===== src/rtl/branch_resolve_unit.sv =====
// Branch resolve unit: in-order queue of fetched instruction records, resolved
// oldest-first against execute outcomes. It drives predictor updates and
// mispredict flush/redirect, and keeps statistics and sticky error flags.
module branch_resolve_unit #(
    parameter int unsigned DEPTH_LOG2 = 2
) (
    input  logic        clk,
    input  logic        reset,
    input  logic        push_valid,
    input  logic [31:0] push_pc,
    input  logic        push_bp,
    input  logic [31:0] push_target,
    output logic        push_ready,
    input  logic        res_valid,
    input  logic        res_is_branch,
    input  logic        res_taken,
    input  logic [31:0] res_target,
    output logic        BranchB,
    output logic        ZeroB,
    output logic [31:0] PCB,
    output logic        flush,
    output logic [31:0] redirect_pc,
    output logic [15:0] br_count,
    output logic [15:0] mp_count,
    output logic        underflow_err,
    output logic        overflow_err
);

    localparam int unsigned DEPTH = 1 << DEPTH_LOG2;
    localparam int unsigned CW    = DEPTH_LOG2 + 1;
    localparam logic [DEPTH_LOG2-1:0] PTR_ONE  = 1;
    localparam logic [CW-1:0]         CNT_FULL = CW'(DEPTH);

    logic [31:0] pc_mem  [DEPTH];
    logic        bp_mem  [DEPTH];
    logic [31:0] tgt_mem [DEPTH];

    logic [DEPTH_LOG2-1:0] head;
    logic [DEPTH_LOG2-1:0] tail;
    logic [CW-1:0]         count;

    logic        empty;
    logic        full;
    logic        pop;
    logic        push_ok;
    logic [31:0] head_pc;
    logic [31:0] seq_pc;
    logic [31:0] pred_pc;
    logic [31:0] actual_pc;
    logic        mispredict;

    // Head record decode and predicted-vs-actual next-PC comparison
    always_comb begin
        empty      = (count == '0);
        full       = (count == CNT_FULL);
        pop        = res_valid && !empty;
        push_ready = !full || (res_valid && !empty);
        push_ok    = push_valid && push_ready;
        head_pc    = pc_mem[head];
        seq_pc     = head_pc + 32'd4;
        pred_pc    = bp_mem[head] ? tgt_mem[head] : seq_pc;
        actual_pc  = (res_is_branch && res_taken) ? res_target : seq_pc;
        mispredict = pop && (pred_pc != actual_pc);
    end

    // Record storage; a push coinciding with a mispredict is wrong-path and dropped
    always_ff @(posedge clk) begin
        if (push_ok && !mispredict) begin
            pc_mem[tail]  <= push_pc;
            bp_mem[tail]  <= push_bp;
            tgt_mem[tail] <= push_target;
        end
    end

    // Queue pointers and occupancy; mispredict discards every in-flight record
    always_ff @(posedge clk) begin
        if (!reset) begin
            head  <= '0;
            tail  <= '0;
            count <= '0;
        end else if (mispredict) begin
            head  <= '0;
            tail  <= '0;
            count <= '0;
        end else begin
            if (push_ok) tail <= tail + PTR_ONE;
            if (pop)     head <= head + PTR_ONE;
            count <= count + CW'(push_ok) - CW'(pop);
        end
    end

    // Predictor update, flush/redirect, statistics and sticky error flags
    always_ff @(posedge clk) begin
        if (!reset) begin
            BranchB       <= 1'b0;
            ZeroB         <= 1'b0;
            PCB           <= '0;
            flush         <= 1'b0;
            redirect_pc   <= '0;
            br_count      <= '0;
            mp_count      <= '0;
            underflow_err <= 1'b0;
            overflow_err  <= 1'b0;
        end else begin
            BranchB <= pop && res_is_branch;
            ZeroB   <= pop && res_is_branch && res_taken;
            flush   <= mispredict;
            if (pop && res_is_branch) begin
                PCB <= head_pc;
                if (br_count != 16'hFFFF) br_count <= br_count + 16'd1;
            end
            if (mispredict) begin
                redirect_pc <= actual_pc;
                if (mp_count != 16'hFFFF) mp_count <= mp_count + 16'd1;
            end
            if (res_valid && empty)      underflow_err <= 1'b1;
            if (push_valid && !push_ready) overflow_err <= 1'b1;
        end
    end

endmodule


===== config.mk =====
export PLATFORM = sky130hd
export DESIGN_NAME = branch_resolve_unit
export DESIGN_NICKNAME = d
export VERILOG_FILES = /design/src/rtl/branch_resolve_unit.sv
export SDC_FILE = /design/constraint.sdc
export NUM_CORES = 1
export LEC_CHECK = 0
export BUFFER_PORTS_ARGS = -buffer_cell sky130_fd_sc_hd__buf_2
export CAP_MARGIN = 20
export CORE_ASPECT_RATIO = 0.75
export CORE_UTILIZATION = 58
export DETAILED_ROUTE_END_ITERATION = 16
export MAX_ROUTING_LAYER = met4
export PLACE_DENSITY = 0.77
export SLEW_MARGIN = 15
export SYNTH_ARGS = -nofsm -noshare
export SYNTH_HDL_FRONTEND = slang
export SYNTH_SLANG_ARGS = --single-unit
export TNS_END_PERCENT = 100

===== constraint.sdc =====
create_clock -name clk -period 11.8 [get_ports clk]
set_clock_uncertainty 0.2 [all_clocks]
set_input_delay 0.59 -clock clk [delete_from_list [all_inputs] [get_ports clk]]
set_output_delay 0.59 -clock clk [all_outputs]
set_load 0.005 [all_outputs]

* Yosys cells after proc, flatten, opt, wreduce, memory -nomap -nowiden
Memories as Yosys holds them, arrays and structs flattened. A register that Yosys moved wholly into a read port is not among the register bits.
Index checks and enable logic that the tools add are counted.
** Operators by class
- Multiplexer cells :: 10
- $add $sub $neg :: 7
- Bitwise operators :: 1
- Eq/ne operators :: 4
- Reduce and logical (&&, ||, !) cells :: 18
** Operator list (count)
- 2-to-1 mux 32 bit :: 2
- adder 16 x 1 -> 16 bit, second input constant :: 2
- adder 32 x 3 -> 32 bit, second input constant :: 1
- inequality test 16 bit, second input constant :: 2
- inequality test 32 bit :: 1
- 2-to-1 mux 2 bit :: 6
- logical AND 1 bit :: 9
- adder 2 x 1 -> 2 bit, second input constant :: 2
- logical NOT 1 bit :: 4
- AND reduction 2 bit :: 2
- adder 3 x 1 -> 3 bit :: 1
- equality test 3 bit, second input constant :: 1
- logical NOT 3 bit :: 1
- subtractor 3 x 1 -> 3 bit :: 1
- 2-to-1 mux 1 bit :: 2
- OR reduction 2 bit :: 1
- logical OR 1 bit :: 1
- inverter 1 bit :: 1
** Storage, ports and cells
- Output and inout bits :: 102
- Bits in writable memories :: 260
- Register bits :: 108
- Memories :: 3
- Word-level logic and storage cells :: 55
- Input port bits :: 103
** Memories
- pc_mem :: depth 4, bits a word 32, read ports 1, clocked after Yosys merged registers in 1, wr ports 1, line 34 : logic [31:0] pc_mem [DEPTH];
- tgt_mem :: depth 4, bits a word 32, read ports 1, clocked after Yosys merged registers in 1, wr ports 1, line 36 : logic [31:0] tgt_mem [DEPTH];
- bp_mem :: depth 4, bits a word 1, read ports 1, clocked after Yosys merged registers in 1, wr ports 1, line 35 : logic bp_mem [DEPTH];

* Longest topological paths before layout
- Depth in word-level cells :: 8
- Gate-level depth with buffers :: 20
- Gate-level depth less buffers :: 13

* Least setup slack after synthesis
Ideal clock, no wire load.
- Path kind :: register -> register
- Start :: register with a tool-made name
- End :: memory bp_mem[0] (enable)
- Required time :: 11.018 ns
- Setup time :: 0.582 ns
- Arrival time :: 8.792 ns
- Period minus slack after synthesis :: 9.574 ns
- Path buffers :: 5
- Stages on the path, launching flop included :: 17
- Slack :: 2.226 ns
- Cells stage by stage :: dfxtp_1 buf_6 buf_12 mux4_2 buf_4 ha_1 nand3_1 xor2_1 xnor2_1 or4_1 or4_1 o41ai_2 o211ai_2 o31a_1 buf_2 buf_2 nor3b_1
** RTL lines (line)
- end, declared :: 35

==> metrics.txt <==
status finished, final reports clean; max frequency 0.139 GHz; via count 11558; final hold vios 0; post-CTS setup repair buffer count 0; Worst Hold Class primary input to flip-flop; Avg Cell Area, Syn 13.0 um^2; Post-Syn Instances around 1300; PortBufs 204; CTS Buffer Depth 3; final core utilization 67.8%; CTS Sinks between 300 and 400; placed cells 1814; vias in the first global route about 11000; area share of the largest cell type after synthesis 46.7%; cell family with most CP delay simple AND/OR/NAND/NOR gates; share of layout cells above drive strength 1 a little under a quarter; top-count cell post-synth edfxtp_1; Post-Layout Cell Count 1880; Die X 198 um; die height 149 um; worst reg2reg path depth 14; FILL cells approximately 2100; IO Pins approximately 200; post-synthesis cell area ~0.017 mm^2; syn_nets roughly 1400; largest net degree at the start of global routing 97; clock-pin transition on the worst setup and hold timing paths around 0.060 ns; post-CTS resize count 0; Die Area 0.0295 mm^2; final slew viol count 0; starting density of the core a little under 60%; Crit-path slowest cell buf_4; design area approximately 0.019 mm^2; P per Cell Area 186 mW/mm^2; most used cell, CP buf_4; Power Total 3.55 mW; LEAKAGE a little under 7 nW; CTS Buf Count 36; top cells by count, synth edfxtp_1, nand2_1, dfxtp_1; register area share after synthesis 59.9%; worst path required time 11.74 ns; R2R Path End tgt_mem[0][6]; critical path cell sequence buf_4 > mux4_2 > ha_1 > nand2_1 > o22a_1 > or3_1 > a32oi_1 > nand3_1 > a2111oi_0 > nand4_1 > or4b_1 > o31a_2 > nor3b_2 > buf_4; area grow syn2layout 14.5%; startpoint types flip-flop; max incr delay on CP ~0.8 ns; post-synthesis async set-or-reset flop share 0%; Hold Path Stages 1; slack of the worst reg-to-reg path ~4.6 ns; global-route usage over all layers 31.5%; average routed wire per standard cell between 20 and 25 um; Tightest Pin Transition roughly 1.1 ns; fin nets around 1600; # Max-Cap Violations 0; VDD IR-drop max between 0.00015 and 0.0002 V; dpl cell area approximately 0.018 mm^2; first-pass GRT wire length between 60 and 70 mm; Rel. slew slack a little over a quarter; TritonCTS clock tree yes; Hold Path Origin push_pc[26]; placer's final routability congestion estimate a little under 1; RSZ-0062 raised after global routing no; setup violators final 0; Worst-Skew Late Latency 0.52 ns; fin crit period 7.18 ns; DP HPWL 30.7 mm; synthesized flop and latch total 370; routed vias/inst 6.15; Final ANT Viol Nets 0; H-tree levels 2; initial antenna violation count 2; top post-synthesis cells by area edfxtp_1, dfxtp_1, mux4_2; hold path endpoint pc_mem[3][26]; row count 53; Worst Path Buf+Inv 2; setup slack after layout between 4 and 5 ns; setup TNS 0 ns; library cells used by synthesis 79; Setup CP Type flip-flop to flip-flop; Worst EP arrival a little over 7 ns; Initial DRC Count between 1000 and 1500; Crit. End Element flip-flop; grt total ovfl 0; Root Buffer clkbuf_16; YS warnings 0; cell taking the most area after synthesis edfxtp_1; Detailed Routing Iterations Pass 1 5; Core ar. 0.0282 mm^2; Final period util between 60% and 70%; worst hold slack 0.0849 ns; number of enable flip-flop cells after synthesis between 200 and 300; Final Routed Wirelength about 45 mm; Max FO, Critical Path 65; top_reg_cell synth edfxtp_1; # hold bufs at CTS 0; pre-CTS setup slack between 4 and 5 ns; Residual DRC 0
-- cell usage in the layout (no fill, tap or decap), drive strengths merged, types with 4 or more instances in the layout --
cell type,instances
o31a,5
clkbuf,47
a31oi,8
xnor2,60
a21oi,80
nor3b,8
mux2,4
inv,24
xnor3,6
or3,8
o31ai,8
ha,9
nand3,39
xor3,4
nor2b,9
edfxtp,260
and2,12
or4,4
clkinv,14
nor2,61
xor2,38
and3,13
nand2,170
nor3,22
nor4,11
nand4,23
nand2b,6
o21ai,24
mux4,65
a311oi,4
o211ai,29
a21o,8
mux2i,18
dfxtp,110
buf,219
and4,9
-- flip-flops by register name, indices dropped and copies added (netlist names), named ones only --
register	flops
tail	2
overflow_err	1
bp_mem	4
underflow_err	1
PCB	32
redirect_pc	32
count	3
BranchB	1
br_count	16
flush	1
pc_mem	128
ZeroB	1
mp_count	16
tgt_mem	128
head	2
-- worst max-delay path by stage --
stage | end | slack, ns | startpoint | cells past startpoint
2_1_floorplan | bp_mem[0] | 2.23 | flip-flop | 16
3_3_place_gp | pc_mem[0][25] | 4.80 | flip-flop | 12
3_5_place_dp | pc_mem[1][25] | 4.65 | flip-flop | 12
4_1_cts | tgt_mem[1][12] | 4.60 | flip-flop | 12
5_1_grt | tgt_mem[1][6] | 4.14 | flip-flop | 14
6_report | tgt_mem[0][6] | 4.62 | flip-flop | 14
-- power by group --
| part | total [mW] | switching, mW | internal (mW) |
|---|---|---|---|
| clock network | 1.11 | 0.469 | 0.643 |
| logic | 0.820 | 0.524 | 0.296 |
| registers | 1.62 | 0.0563 | 1.56 |
-- layout make-up --
class	instances	area [um^2]	share of cell area (%)
Clock buffer	47	1000	5.25
Antenna cell	3	7.51	0.0393
Multi-Input combinational cell	815	6260	32.7
Inverter	25	93.8	0.491
Timing Repair Buffer	219	1130	5.93
Tap cell	385	482	2.52
Sequential cell	370	10000	52.4
Clock inverter	16	124	0.648
-- per-layer routing --
metal  part of all wire (%)  GRT usage [%]  wire (um)  up-vias
met5                      0              -          0        -
li1                       -              -          -     5196
met4                    3.4           10.6       1520        0
met2                     45           46.3      20000      557
met1                     43           44.9      19500     5712
met3                    8.4           5.52       3770       93
-- kinds of logic after synthesis --
| kind of cell | synth area share (%) |
|---|---|
| fa+ha+maj | 0.794 |
| flops | 59.9 |
| compound gates | 7.97 |
| simple gates | 11.9 |
| xor+xnor | 6.52 |
| buf+inv | 2.74 |
| mux | 10.1 |
Note: power is estimated with default switching activity, not from simulation.
